<file path="src/rtl/phy_reg_free_list_if.sv">
`default_nettype none
// +----------------------------------------------------------------------------+
// | Module   : phy_reg_free_list_if                                            |
// | Brief    : Rename-side alloc/commit/flush bundle for the preg free list.   |
// | Revision : 1.0                                                             |
// +----------------------------------------------------------------------------+
interface phy_reg_free_list_if #(
  parameter int PHY_REG_NUM  = 64,
  parameter int ARCH_REG_NUM = 32,
  parameter int ALLOC_WIDTH  = 2,
  parameter int COMMIT_WIDTH = 2
);
  localparam int c_PW    = $clog2(PHY_REG_NUM);
  localparam int c_DEPTH = PHY_REG_NUM - ARCH_REG_NUM;
  localparam int c_CW    = $clog2(c_DEPTH) + 1;

  logic [ALLOC_WIDTH-1:0]             alloc_valid_i;
  logic                               alloc_ready_o;
  logic [ALLOC_WIDTH-1:0][c_PW-1:0]   alloc_preg_o;
  logic [COMMIT_WIDTH-1:0]            commit_valid_i;
  logic [COMMIT_WIDTH-1:0][c_PW-1:0]  commit_preg_i;
  logic                               flush_i;
  logic [c_CW-1:0]                    free_count_o;

  modport master (
    output alloc_valid_i, commit_valid_i, commit_preg_i, flush_i,
    input  alloc_ready_o, alloc_preg_o, free_count_o
  );

  modport slave (
    input  alloc_valid_i, commit_valid_i, commit_preg_i, flush_i,
    output alloc_ready_o, alloc_preg_o, free_count_o
  );
endinterface
`default_nettype wire

</file>
<file path="src/rtl/phy_reg_free_list.sv">
`default_nettype none
// +----------------------------------------------------------------------------+
// | Module   : phy_reg_free_list                                               |
// | Brief    : Circular free list of physical registers with committed head    |
// |            so a flush restores all speculative grants in one cycle.        |
// | Revision : 1.0                                                             |
// +----------------------------------------------------------------------------+
module phy_reg_free_list #(
  parameter int PHY_REG_NUM  = 64,
  parameter int ARCH_REG_NUM = 32,
  parameter int ALLOC_WIDTH  = 2,
  parameter int COMMIT_WIDTH = 2
) (
  input  wire logic          clk,
  input  wire logic          a_rst_n,
  phy_reg_free_list_if.slave fl_if
);
  localparam int c_DEPTH = PHY_REG_NUM - ARCH_REG_NUM;
  localparam int c_PW    = $clog2(PHY_REG_NUM);
  localparam int c_IW    = $clog2(c_DEPTH);
  localparam int c_PTR_W = c_IW + 1;

  logic [c_PW-1:0]    r_list [c_DEPTH];
  logic [c_PTR_W-1:0] r_head;
  logic [c_PTR_W-1:0] r_chead;
  logic [c_PTR_W-1:0] r_tail;
  logic [c_PTR_W-1:0] r_count;

  logic [c_PTR_W-1:0] w_head_nxt;
  logic [c_PTR_W-1:0] w_chead_nxt;
  logic [c_PTR_W-1:0] w_tail_nxt;
  logic [c_PTR_W-1:0] w_alloc_n;
  logic [c_PTR_W-1:0] w_commit_n;
  logic [c_IW-1:0]    w_alloc_off  [ALLOC_WIDTH];
  logic [c_IW-1:0]    w_commit_off [COMMIT_WIDTH];
  logic [c_IW-1:0]    w_rd_idx     [ALLOC_WIDTH];
  logic [c_IW-1:0]    w_wr_idx     [COMMIT_WIDTH];
  logic [c_PTR_W-1:0] w_inflight;
  logic               w_ready;
  logic               w_fire;

  // Exclusive prefix popcounts compact requests/returns onto consecutive slots.
  always_comb begin
    w_alloc_n = '0;
    for (int i = 0; i < ALLOC_WIDTH; i++) begin
      w_alloc_off[i] = w_alloc_n[c_IW-1:0];
      w_alloc_n      = w_alloc_n + c_PTR_W'(fl_if.alloc_valid_i[i]);
    end
  end

  always_comb begin
    w_commit_n = '0;
    for (int j = 0; j < COMMIT_WIDTH; j++) begin
      w_commit_off[j] = w_commit_n[c_IW-1:0];
      w_commit_n      = w_commit_n + c_PTR_W'(fl_if.commit_valid_i[j]);
    end
  end

  assign w_ready = (r_count >= c_PTR_W'(ALLOC_WIDTH)) && !fl_if.flush_i;
  assign w_fire  = w_ready && (|fl_if.alloc_valid_i);

  assign fl_if.alloc_ready_o = w_ready;
  assign fl_if.free_count_o  = r_count;

  generate
    for (genvar gi = 0; gi < ALLOC_WIDTH; gi++) begin : g_grant
      assign w_rd_idx[gi]           = r_head[c_IW-1:0] + w_alloc_off[gi];
      assign fl_if.alloc_preg_o[gi] = r_list[w_rd_idx[gi]];
    end
    for (genvar gj = 0; gj < COMMIT_WIDTH; gj++) begin : g_ret_idx
      assign w_wr_idx[gj] = r_tail[c_IW-1:0] + w_commit_off[gj];
    end
  endgenerate

  // Commit lands before flush, so a flush rewinds to the post-commit chead.
  always_comb begin
    w_tail_nxt  = r_tail + w_commit_n;
    w_chead_nxt = r_chead + w_commit_n;
    w_head_nxt  = r_head;
    if (fl_if.flush_i) begin
      w_head_nxt = w_chead_nxt;
    end else if (w_fire) begin
      w_head_nxt = r_head + w_alloc_n;
    end
  end

  always_ff @(posedge clk or negedge a_rst_n) begin
    if (!a_rst_n) begin
      r_head  <= '0;
      r_chead <= '0;
      r_tail  <= c_PTR_W'(c_DEPTH);
      r_count <= c_PTR_W'(c_DEPTH);
    end else begin
      r_head  <= w_head_nxt;
      r_chead <= w_chead_nxt;
      r_tail  <= w_tail_nxt;
      r_count <= w_tail_nxt - w_head_nxt;
    end
  end

  always_ff @(posedge clk or negedge a_rst_n) begin
    if (!a_rst_n) begin
      for (int i = 0; i < c_DEPTH; i++) begin
        r_list[i] <= c_PW'(ARCH_REG_NUM + i);
      end
    end else begin
      for (int j = 0; j < COMMIT_WIDTH; j++) begin
        if (fl_if.commit_valid_i[j]) begin
          r_list[w_wr_idx[j]] <= fl_if.commit_preg_i[j];
        end
      end
    end
  end

  assign w_inflight = r_head - r_chead;

  a_count_bound: assert property (@(posedge clk) disable iff (!a_rst_n)
    r_count <= c_PTR_W'(c_DEPTH));

  a_chead_behind_head: assert property (@(posedge clk) disable iff (!a_rst_n)
    w_inflight <= c_PTR_W'(c_DEPTH));
endmodule
`default_nettype wire

</file>
<file path="src/flat_wrapper.sv">
// flat-port wrapper written by rule: the top's interface ports become plain ports
module phy_reg_free_list_flat 
#(
  parameter int PHY_REG_NUM  = 64,
  parameter int ARCH_REG_NUM = 32,
  parameter int ALLOC_WIDTH  = 2,
  parameter int COMMIT_WIDTH = 2
)
  (clk, a_rst_n, fl_if_alloc_valid_i, fl_if_commit_valid_i, fl_if_commit_preg_i, fl_if_flush_i, fl_if_alloc_ready_o, fl_if_alloc_preg_o, fl_if_free_count_o);
  phy_reg_free_list_if #(.PHY_REG_NUM(PHY_REG_NUM), .ARCH_REG_NUM(ARCH_REG_NUM), .ALLOC_WIDTH(ALLOC_WIDTH), .COMMIT_WIDTH(COMMIT_WIDTH)) fl_if_i ();
  input  wire logic clk;
  input  wire logic a_rst_n;
  input wire logic [$bits(fl_if_i.alloc_valid_i)-1:0] fl_if_alloc_valid_i;
  input wire logic [$bits(fl_if_i.commit_valid_i)-1:0] fl_if_commit_valid_i;
  input wire logic [$bits(fl_if_i.commit_preg_i)-1:0] fl_if_commit_preg_i;
  input wire logic [$bits(fl_if_i.flush_i)-1:0] fl_if_flush_i;
  output wire logic [$bits(fl_if_i.alloc_ready_o)-1:0] fl_if_alloc_ready_o;
  output wire logic [$bits(fl_if_i.alloc_preg_o)-1:0] fl_if_alloc_preg_o;
  output wire logic [$bits(fl_if_i.free_count_o)-1:0] fl_if_free_count_o;
  assign fl_if_i.alloc_valid_i = fl_if_alloc_valid_i;
  assign fl_if_i.commit_valid_i = fl_if_commit_valid_i;
  assign fl_if_i.commit_preg_i = fl_if_commit_preg_i;
  assign fl_if_i.flush_i = fl_if_flush_i;
  assign fl_if_alloc_ready_o = fl_if_i.alloc_ready_o;
  assign fl_if_alloc_preg_o = fl_if_i.alloc_preg_o;
  assign fl_if_free_count_o = fl_if_i.free_count_o;
  phy_reg_free_list #(.PHY_REG_NUM(PHY_REG_NUM), .ARCH_REG_NUM(ARCH_REG_NUM), .ALLOC_WIDTH(ALLOC_WIDTH), .COMMIT_WIDTH(COMMIT_WIDTH)) u_core (.clk(clk), .a_rst_n(a_rst_n), .fl_if(fl_if_i));
endmodule
</file>
<file path="config.mk">
export PLATFORM = sky130hd
export DESIGN_NAME = phy_reg_free_list_flat
export DESIGN_NICKNAME = d
export VERILOG_FILES = /design/src/rtl/phy_reg_free_list_if.sv /design/src/rtl/phy_reg_free_list.sv /design/src/flat_wrapper.sv
export SDC_FILE = /design/constraint.sdc
export NUM_CORES = 1
export LEC_CHECK = 0
export BUFFER_PORTS_ARGS = -buffer_cell sky130_fd_sc_hd__buf_4
export CAP_MARGIN = 0
export CORE_UTILIZATION = 60
export DETAILED_ROUTE_END_ITERATION = 10
export GPL_TIMING_DRIVEN = 0
export PLACE_DENSITY = 0.83
export RECOVER_POWER = 100
export SLEW_MARGIN = 10
export SYNTH_ARGS = -nofsm -noshare
export SYNTH_HDL_FRONTEND = slang
export SYNTH_SLANG_ARGS = --single-unit
</file>
<file path="constraint.sdc">
create_clock -name clk -period 3.4 [get_ports clk]
set_clock_uncertainty 0.2 [all_clocks]
set_input_delay 0.17 -clock clk [delete_from_list [all_inputs] [get_ports clk]]
set_output_delay 0.17 -clock clk [all_outputs]
set_load 0.1 [all_outputs]
</file>
==> metrics.yaml <==
area_fraction_in_and_or_nand_and_nor_cells_after_synthesis_pct: 9.36
die_width_um: 159
path_class: "reg -> out"
ctsHtreeMaxLevel: 1
largest_area_contributor_in_the_synthesized_netlist: "dfstp_2"
drc_errors: 0
worst-endpoint-required_ns: 3.03
post_synth_mux_area_share_pct: 39.3
area_growth_syn_to_layout_pct: 14.5
yosysTopAreaCellShare_pct: 20.3
drive_above_1_share_pct: 41.9
worst_slack_ns: -0.0197
antennaDiodeCount: 0
critical_path.endpoint_type: "output port"
clk-insertion-delay-late_ns: 0.54
netlist_area_pre_place_sq_um: 14800
dp_hpwl_um: 35400
overflow: 0
root_buffer: "clkbuf_16"
violations_in_the_final_reports: "max-capacitance violations, max-slew violations, negative setup slack"
worst-path-buf-inv: 3
initialDrtViolationCount: 1369
crit_slowest_cell: "mux4_1"
timing.fmax_mhz: 292
hp-class: "in -> reg"
ys.warnings.count: 0
area_share_of_fa_ha_maj_cells_after_synthesis_pct: 2.07
drt_pre_antenna_iters: 6
drt-total-wl_um: 48600
post-synth-top-count-cell: "mux2_2"
cp_cell_sequence: "buf_12, buf_8, mux4_1, mux4_2, nand2_1, nand3_1, buf_4"
timing.critical_path.slowest_cell_delay_ns: 0.58
synth.top_cells.by_area: "dfstp_2 (20%), dfrtp_1 (17%), mux2_2 (17%), mux2i_1 (9.6%), mux4_2 (9.3%)"
cts_sinks: 216
coreArea_sq_um: 24200
ys_seq_elements: 216
die_h_um: 159
synth_seq_area_share_pct: 37.6
antenna_found_initial: 0
io_buffers: 36
vias: 11600
outcome: "finished with violations"
initial_core_util_pct: 60.8
num_ports: 38
critical_path.max_fanout: 10
report.final.slew_viol_count: 30
grt_use_total_pct: 39.2
clk_pin_slew_worst_paths_ns: 0.06
timing.critical_path.max_delay_family: "multiplexers"
clock_tree_from_tritoncts: "yes"
synthesis.nets: 1312
postSynthAreaPerCell_sq_um: 11.6
post_synth_top_flop: "dfstp_2"
finalWorstPathRequiredPeriod_ns: 3.42
worstMarginPinSlew_ns: 1.61
number_of_distinct_library_cell_variants_in_the_gate_level_netlist_after_synthesis: 64
compound_cell_area_share_of_the_yosys_netlist_pct: 6.74
post_synthesis_share_of_cell_area_spent_on_xor_and_xnor_gates_pct: 1.07
start_kind: "register"
async_reset_ff_share_pct: 100
numCtsBuffers: 24
setup_total_negative_slack_ns: -0.0468
max_cap_violations: 1
rd_place_congestion: 1.08
die_area_sq_um: 25200
maximum_number_of_pins_on_one_net_before_global_route_repair: 85
wl_per_cell_um: 28.7
cells_after_synthesis: 1271
clockBufferDepth: 3
slew_headroom_pct: -7.04
finish.net_count: 1394
postRouteAntennaNets: 0
setup_viol: 3
avgViaCountPerCell: 6.86
critPathArrivalTime_ns: 3.05
hold_viol: 0
timing.final.crit_share_pct: 101
synth-edff-count: 0
synth_top_cells_by_count: "mux2_2 (219), mux2i_1 (141), nor2_1 (117)"
grt_pass1_wl_um: 73500
row_count: 57
combinational_family_with_the_most_area_after_synthesis: "multiplexers"
grt_pass1_vias: 11800
==> cell families after synthesis <==
family | count (synthesis)
compound gates | 160
buf+inv | 113
xor+xnor | 18
fa+ha+maj | 22
flops | 216
mux | 447
simple gates | 295
==> cells in the final DEF (no fill, tap or decap), drive strengths merged, types with 3 or more instances in the layout <==
master	synthesis	final
clkbuf	60	105
a211oi	13	13
inv	19	19
mux2i	141	141
o211ai	4	4
ha	18	18
and2	11	11
nor2	132	132
a21o	3	3
fa	4	4
mux2	228	228
nor2b	8	8
mux4	78	78
clkinv	0	6
nand3b	4	4
o22ai	7	7
a32oi	4	4
dlygate4sd3	0	16
o21a	3	3
nor3	13	13
nand3	30	30
buf	34	63
o21ai	30	30
nor3b	4	4
dfstp	114	114
dfrtp	102	102
a21oi	65	65
nand2b	9	9
xnor2	8	8
nand2	75	75
xor2	10	10
a22oi	19	19
==> final cells by class <==
cell class / instances / area [sq um]
Tap cell: 324 / 405
Clock buffer: 34 / 668
Inverter: 19 / 71.3
Fill cell: 1709 / 7350
Buffer: 93 / 601
Timing Repair Buffer: 57 / 542
Clock inverter: 10 / 134
Sequential cell: 216 / 5560
Multi-Input combinational cell: 942 / 8920
==> worst register-to-register path, cell delays in order, from the launching register on <==
cell and delay [ns]:
dfrtp_2 0.47, buf_12 0.19, buf_8 0.17, buf_4 0.28
buf_6 0.25, nor3b_1 0.22, a221o_1 0.21, ha_1 0.19
inv_1 0.06, fa_1 0.44, a21o_1 0.19, a21oi_1 0.17
xnor2_1 0.13
==> routing by layer <==
| layer | share of wire (%) | vias up | global-route usage [%] | wire length, um |
|---|---|---|---|---|
| li1 | - | 4847 | - | - |
| met1 | 37 | 5761 | 51.6 | 18200 |
| met2 | 45 | 791 | 60.0 | 21700 |
| met3 | 11 | 222 | 8.31 | 5140 |
| met4 | 7.2 | 0 | 23.2 | 3510 |
| met5 | 0 | - | 0 | 0 |
==> flip-flops by register name, summed over array words and instances, names as in the netlist <==
register,cells
u_core.fl_if.free_count_o,6
u_core.r_list,192
u_core.r_tail,6
u_core.r_head,6
u_core.r_chead,6
==> path summary, 6_finish.rpt <==
path	slack (ns)	to	from	depth (start not counted)
hold reg to reg	0.29	u_core.r_chead[4]	u_core.r_chead[4]	1
max in group asynchronous	0.55	u_core.r_head[0]	a_rst_n	3
min in group asynchronous	0.96	u_core.r_list[169]	a_rst_n	2
setup / recovery	-0.02	fl_if_alloc_preg_o[5]	u_core.r_head[0]	7
setup reg to reg	0.15	u_core.fl_if.free_count_o[4]	u_core.r_head[0]	12
hold / removal	0.10	u_core.r_head[0]	fl_if_alloc_valid_i[1]	5
==> through the flow <==
step / worst slack, ns / std cells / instance area, sq um / utilization (%) / hold slack, ns
global placement: -0.177 / 1631 / 15500 / 64.0 / 0.240
floorplan: 0.00830 / 1271 / 14800 / - / -0.326
finish: -0.0197 / 1695 / 16900 / 69.7 / 0.100
global route: -0.0206 / 1695 / 16900 / 69.7 / 0.117
detailed placement: -0.196 / 1633 / 15600 / 64.2 / -0.0765
CTS: -0.0441 / 1694 / 16900 / 69.5 / 0.0868
==> repair_timing <==
action                     in CTS  in global routing
setup endpoints to repair      13                 15
hold endpoints to repair      149                  0
resized for setup              68                 30
pin swaps                       7                  8
buffers inserted                0                  2
hold buffers                   17                  0
Power is not shown: default switching activity piles up to over one toggle a cycle in this logic, so the estimate is an artifact.
